<file path="config.mk">
export PLATFORM = sky130hd
export DESIGN_NAME = traffic_phase_ctrl
export DESIGN_NICKNAME = d
export VERILOG_FILES = /design/src/rtl/traffic_phase_ctrl.sv
export SDC_FILE = /design/constraint.sdc
export NUM_CORES = 1
export LEC_CHECK = 0
export ABC_AREA = 1
export BUFFER_PORTS_ARGS = -buffer_cell sky130_fd_sc_hd__buf_2
export CORE_ASPECT_RATIO = 1.5
export CORE_MARGIN = 2
export CORE_UTILIZATION = 51
export DETAILED_ROUTE_END_ITERATION = 10
export PLACE_DENSITY = 0.82
export SYNTH_ARGS = -nofsm -noshare
export SYNTH_HDL_FRONTEND = slang
export SYNTH_SLANG_ARGS = --single-unit
</file>
<file path="constraint.sdc">
create_clock -name clk -period 2 [get_ports clk]
set_input_delay 0.6 -clock clk [delete_from_list [all_inputs] [get_ports clk]]
set_output_delay 0.6 -clock clk [all_outputs]
set_load 0.01 [all_outputs]
</file>
<file path="src/rtl/traffic_phase_ctrl.sv">
// Two-way intersection phase sequencer: Moore FSM with tick-based phase timers and
// pedestrian WALK insertion. Define NIGHT_FLASH_EN to add the night flashing-yellow mode.
module traffic_phase_ctrl #(
   parameter int TW        = 8,
   parameter int GREEN_T   = 10,
   parameter int MIN_GREEN = 4,
   parameter int YELLOW_T  = 3,
   parameter int ALLRED_T  = 1,
   parameter int WALK_T    = 5
) (
   input  logic          clk,
   input  logic          rst,
   input  logic          tick,
   input  logic          ped_req,
`ifdef NIGHT_FLASH_EN
   input  logic          night,
`endif
   output logic [2:0]    ns_light,
   output logic [2:0]    ew_light,
   output logic          ped_walk,
   output logic          ped_pending,
   output logic [2:0]    phase,
   output logic [TW-1:0] remaining
);

   typedef enum logic [2:0] {
      NS_G  = 3'd0,
      NS_Y  = 3'd1,
      AR_A  = 3'd2,
      EW_G  = 3'd3,
      EW_Y  = 3'd4,
      AR_B  = 3'd5,
      WALK  = 3'd6,
      FLASH = 3'd7
   } phase_t;

   localparam logic [TW-1:0] GREEN_LAST  = TW'(GREEN_T - 1);
   localparam logic [TW-1:0] MIN_LAST    = TW'(MIN_GREEN - 1);
   localparam logic [TW-1:0] YELLOW_LAST = TW'(YELLOW_T - 1);
   localparam logic [TW-1:0] ALLRED_LAST = TW'(ALLRED_T - 1);
   localparam logic [TW-1:0] WALK_LAST   = TW'(WALK_T - 1);

   localparam logic DIR_NS = 1'b0;
   localparam logic DIR_EW = 1'b1;

   localparam logic [2:0] LAMP_RED    = 3'b100;
   localparam logic [2:0] LAMP_YELLOW = 3'b010;
   localparam logic [2:0] LAMP_GREEN  = 3'b001;

   phase_t          phase_reg, phase_next, exit_target;
   logic [TW-1:0]   cnt_reg, cnt_next;
   logic            pend_reg, pend_next;
   logic            next_dir_reg, next_dir_next;
   logic            phase_exit;
   logic            green_done;
   logic            enter_walk;
`ifdef NIGHT_FLASH_EN
   logic            flash_reg, flash_next;
`endif

   always_ff @(posedge clk or negedge rst) begin
      if (!rst) begin
         phase_reg    <= NS_G;
         cnt_reg      <= '0;
         pend_reg     <= 1'b0;
         next_dir_reg <= DIR_EW;
`ifdef NIGHT_FLASH_EN
         flash_reg    <= 1'b1;
`endif
      end else begin
         phase_reg    <= phase_next;
         cnt_reg      <= cnt_next;
         pend_reg     <= pend_next;
         next_dir_reg <= next_dir_next;
`ifdef NIGHT_FLASH_EN
         flash_reg    <= flash_next;
`endif
      end
   end

   // Early cut relies on the registered request, so a same-cycle request never cuts.
   assign green_done = (cnt_reg == GREEN_LAST) || (pend_reg && (cnt_reg >= MIN_LAST));

   always_comb begin
      phase_exit  = 1'b0;
      exit_target = NS_G;
      case (phase_reg)
         NS_G: begin
            phase_exit  = tick && green_done;
            exit_target = NS_Y;
         end
         NS_Y: begin
            phase_exit  = tick && (cnt_reg == YELLOW_LAST);
            exit_target = AR_A;
         end
         AR_A: begin
            phase_exit  = tick && (cnt_reg == ALLRED_LAST);
            exit_target = pend_reg ? WALK : EW_G;
`ifdef NIGHT_FLASH_EN
            if (night) exit_target = FLASH;
`endif
         end
         EW_G: begin
            phase_exit  = tick && green_done;
            exit_target = EW_Y;
         end
         EW_Y: begin
            phase_exit  = tick && (cnt_reg == YELLOW_LAST);
            exit_target = AR_B;
         end
         AR_B: begin
            phase_exit  = tick && (cnt_reg == ALLRED_LAST);
            exit_target = pend_reg ? WALK : NS_G;
`ifdef NIGHT_FLASH_EN
            if (night) exit_target = FLASH;
`endif
         end
         WALK: begin
            phase_exit  = tick && (cnt_reg == WALK_LAST);
            exit_target = (next_dir_reg == DIR_EW) ? EW_G : NS_G;
         end
`ifdef NIGHT_FLASH_EN
         FLASH: begin
            phase_exit  = tick && !night;
            exit_target = AR_A;
         end
`endif
         default: begin
            // Unreachable code: recover to NS_G on the next edge regardless of tick.
            phase_exit  = 1'b1;
            exit_target = NS_G;
         end
      endcase
   end

   assign enter_walk = phase_exit && (exit_target == WALK);

   always_comb begin
      phase_next    = phase_reg;
      cnt_next      = cnt_reg;
      pend_next     = pend_reg;
      next_dir_next = next_dir_reg;
`ifdef NIGHT_FLASH_EN
      flash_next    = flash_reg;
`endif

      if (phase_exit) begin
         phase_next = exit_target;
         cnt_next   = '0;
      end else if (tick && (phase_reg != FLASH)) begin
         cnt_next = cnt_reg + 1'b1;
      end

      if (enter_walk) begin
         pend_next     = 1'b0;
         next_dir_next = (phase_reg == AR_A) ? DIR_EW : DIR_NS;
      end else if (ped_req && (phase_reg != WALK)) begin
         pend_next = 1'b1;
      end

`ifdef NIGHT_FLASH_EN
      if (phase_exit && (exit_target == FLASH)) begin
         flash_next = 1'b1;
      end else if ((phase_reg == FLASH) && tick) begin
         flash_next = ~flash_reg;
      end
`endif
   end

   always_comb begin
      ns_light  = LAMP_RED;
      ew_light  = LAMP_RED;
      ped_walk  = 1'b0;
      remaining = '0;
      case (phase_reg)
         NS_G: begin
            ns_light  = LAMP_GREEN;
            remaining = green_done ? '0 : (GREEN_LAST - cnt_reg);
         end
         NS_Y: begin
            ns_light  = LAMP_YELLOW;
            remaining = YELLOW_LAST - cnt_reg;
         end
         EW_G: begin
            ew_light  = LAMP_GREEN;
            remaining = green_done ? '0 : (GREEN_LAST - cnt_reg);
         end
         EW_Y: begin
            ew_light  = LAMP_YELLOW;
            remaining = YELLOW_LAST - cnt_reg;
         end
         AR_A, AR_B: begin
            remaining = ALLRED_LAST - cnt_reg;
         end
         WALK: begin
            ped_walk  = 1'b1;
            remaining = WALK_LAST - cnt_reg;
         end
`ifdef NIGHT_FLASH_EN
         FLASH: begin
            ns_light = {1'b0, flash_reg, 1'b0};
            ew_light = {1'b0, flash_reg, 1'b0};
         end
`endif
         default: begin
            ns_light = LAMP_RED;
         end
      endcase
   end

   assign ped_pending = pend_reg;
   assign phase       = phase_reg;

endmodule
</file>
==> out/metrics.csv <==
stage,metric,value,unit
routing,drt first pass iters,4,
global_route,vias in the first global route,1878,
die,# rows,24,
routing,number of DRC markers in iteration 0,87,
routing,vias per cell,5.65,
cts,CTS Buf Count,3,
timing,Final setup viols,8,
placed_design,pre-CTS WS,-0.222,ns
timing,fmax,0.403,GHz
synthesis,Synth top area share,19.9,%
synthesis,"Net Count, Synth",247,
cts,"CTS clk-pin slew, worst paths",0.05,ns
die,Die Wd,48.4,um
timing,minimum clock period,2.48,ns
worst_setup_path,Worst EP arrival,1.88,ns
cts,H-tree depth,1,
final_layout,multi-input logic area,1160,sq um
final_layout,n_diodes,0,
worst_setup_path,CP Class,register to output pin,
synthesis,post-synthesis cell area,1510,sq um
final_layout,Final Instance Area,2200,sq um
worst_setup_path,CP Max Fanout,6,
cts,Longest Clk Path Bufs,2,
die,die area,3420,sq um
final_layout,Final Instance Count excl. Fillers,344,
placed_design,IO buf count,22,
timing,Fin. Hold Viols,0,
final_layout,layout cells sized above 1,43.3,%
worst_setup_path,Critical Path Sink Type,output pin,
placed_design,placed insts,334,
power_and_ir_drop,sequential share of power,12.2,%
final_layout,"commonest cells after routing, fill and taps aside","50 x nand2_1, 50 x buf_4, 28 x inv_1, 22 x buf_2, 20 x nand3_1",
hold_path,Hold Path Class,input port to async pin,
global_route,GR Overflow Total,0,
cts,CTS Hold Bufs,0,
cts,CTS sink cnt,13,
cts,Clock Latency Late Sink,0.25,ns
power_and_ir_drop,Gate power share,81.4,%
timing,final setup margin,-0.478,ns
placed_design,Placed Instance Area,1990,sq um
timing,Fin Setup TNS,-3.68,ns
routing,DRC,0,
synthesis,synthesized instance count,235,
power_and_ir_drop,Pleak,1.17,nW
synthesis,Syn. warnings,0,
timing,Worst Hold Slack,0.241,ns
synthesis,largest area contributor in the netlist,dfrtp_1,
placed_design,GPL Wtd Cong,0.946,
global_route,global-route total usage across every layer,30.2,%
global_route,pin count of the biggest net entering global routing,14,
placed_design,DP HPWL,3800,um
power_and_ir_drop,Clk pwr share,6.4,%
die,Die Ht,70.6,um
power_and_ir_drop,Switching Share,53.5,%
die,I/O pin total,23,
die,Starting Density,52.9,%
cts,CTS tree,done,
timing,Least-Margin Pin Slew,0.331,ns
worst_setup_path,crit start category,register,
timing,post-route clock period utilization,124,%
routing,Post-DRT Antenna Nets,0,
routing,vias,1942,
job,Max-Cap Viols,0,
global_route,initial antenna violation count,0,
power_and_ir_drop,Tot Pwr,3.85,mW
routing,Routed wire per std cell,15.8,um
final_layout,final core occ,77.2,%
final_layout,area delta synth->final,46.1,%
status,status,"finished, violations left",
synthesis,Mean Syn Cell Area,6.42,sq um
final_layout,Reg area,329,sq um
final_layout,fill cell count,210,
status,failing checks,setup timing,
die,total core area,2850,sq um
worst_setup_path,"Req. time, crit path",1.40,ns
global_route,global-route wire length before repair,8110,um
cts,CTS Root Cell,clkbuf_8,
power_and_ir_drop,net switching power,2.06,mW
timing,RSZ-0062 raised after global routing,yes,
power_and_ir_drop,worst vdd ir,1110,uV
timing,"Slew Viols, Final",0,
routing,Routed WL,5420,um
synthesis,largest cells by area after synthesis,"dfrtp_1 20%, nand2_1 15%, inv_1 8.2%",
synthesis,Yosys cell types,31,
final_layout,Layout Nets,318,
synthesis,Synth Register Bits,13,
final_layout,max reg flops,8,
power_and_ir_drop,Internal,1.79,mW
power_and_ir_drop,PwrDens,1750,nW/um^2
timing,Worst Skew,0.00107,ns
synthesis,post-synthesis sequential area ratio,21.7,%
timing,slew margin rel.,77.9,%
[power groups by stage]
stage	sequential (mW)	clock (mW)	combinational, mW
5_1_grt	0.475	0.249	3.39
3_5_place_dp	0.457	0	2.64
4_1_cts	0.459	0.242	2.76
2_1_floorplan	0.436	0	1.63
6_report	0.470	0.245	3.13
3_3_place_gp	0.450	0	2.58
[layout make-up]
type                    count  share of cell area, %
multi-input cells         182                   52.7
inverters                  34                   6.02
clock buffers               4                   2.05
well taps                  39                   2.22
repair buffers             72                   22.0
flip-flops and latches     13                   14.9
[worst paths after layout]
path / startpoint / endpoint / slack [ns] / cells after the start
min in group clk: next_dir_reg / next_dir_reg / 0.47 / 2
worst max register to register: phase[1] / phase[1] / 0.10 / 12
worst min-delay path: rst / cnt_reg[0] / 0.24 / 1
max in group asynchronous: rst / next_dir_reg / 1.47 / 1
worst max-delay path: cnt_reg[1] / remaining[2] / -0.48 / 10
worst min register to register: next_dir_reg / next_dir_reg / 0.47 / 2
[cells by family after synthesis]
logic type                 Yosys count  share of synthesized area [%]
adders and majority gates            8                           6.64
buffers and inverters               41                           11.8
DFF                                 13                           21.7
and+or+nand+nor                    129                           40.7
xor gates and xnor gates             7                           4.07
AOI/OAI and AO/OA                   37                           15.2
[synth_stat cells, drive strengths merged]
cell,count
nand2,65
inv,34
nor2,28
nand3,25
o21ai,18
dfrtp,12
nand4,10
a21oi,8
ha,8
buf,6
xor2,6
o2111ai,4
o211ai,4
a21o,1
a31oi,1
clkbuf,1
dfstp,1
nor3,1
o221ai,1
xnor2,1
[layer usage]
metal  global-route usage [%]  routed length [um]
met5                        0                   0
met4                     22.5                 367
met3                     2.74                 261
met2                     60.0                2980
met1                     27.5                1810
[worst max-delay path: stages (launching register included)]
cell and delay (ns):
dfrtp_1 0.43, inv_2 0.15, ha_4 0.18, nand2_4 0.06, nor2_2 0.11, nand4_1 0.15, nand3_2 0.16, inv_4 0.08
nand2_1 0.09, nand3_1 0.07, buf_2 0.14
[repair_timing]
action                                  in CTS  in global routing
endpoints found under the hold margin        0                  0
gates resized for setup                     12                 20
buffers inserted                             2                  5
endpoints found under the setup margin       8                 21
gates cloned                                 0                  1
pin swaps                                    4                  9
Note: power is estimated with default switching activity, not from simulation.
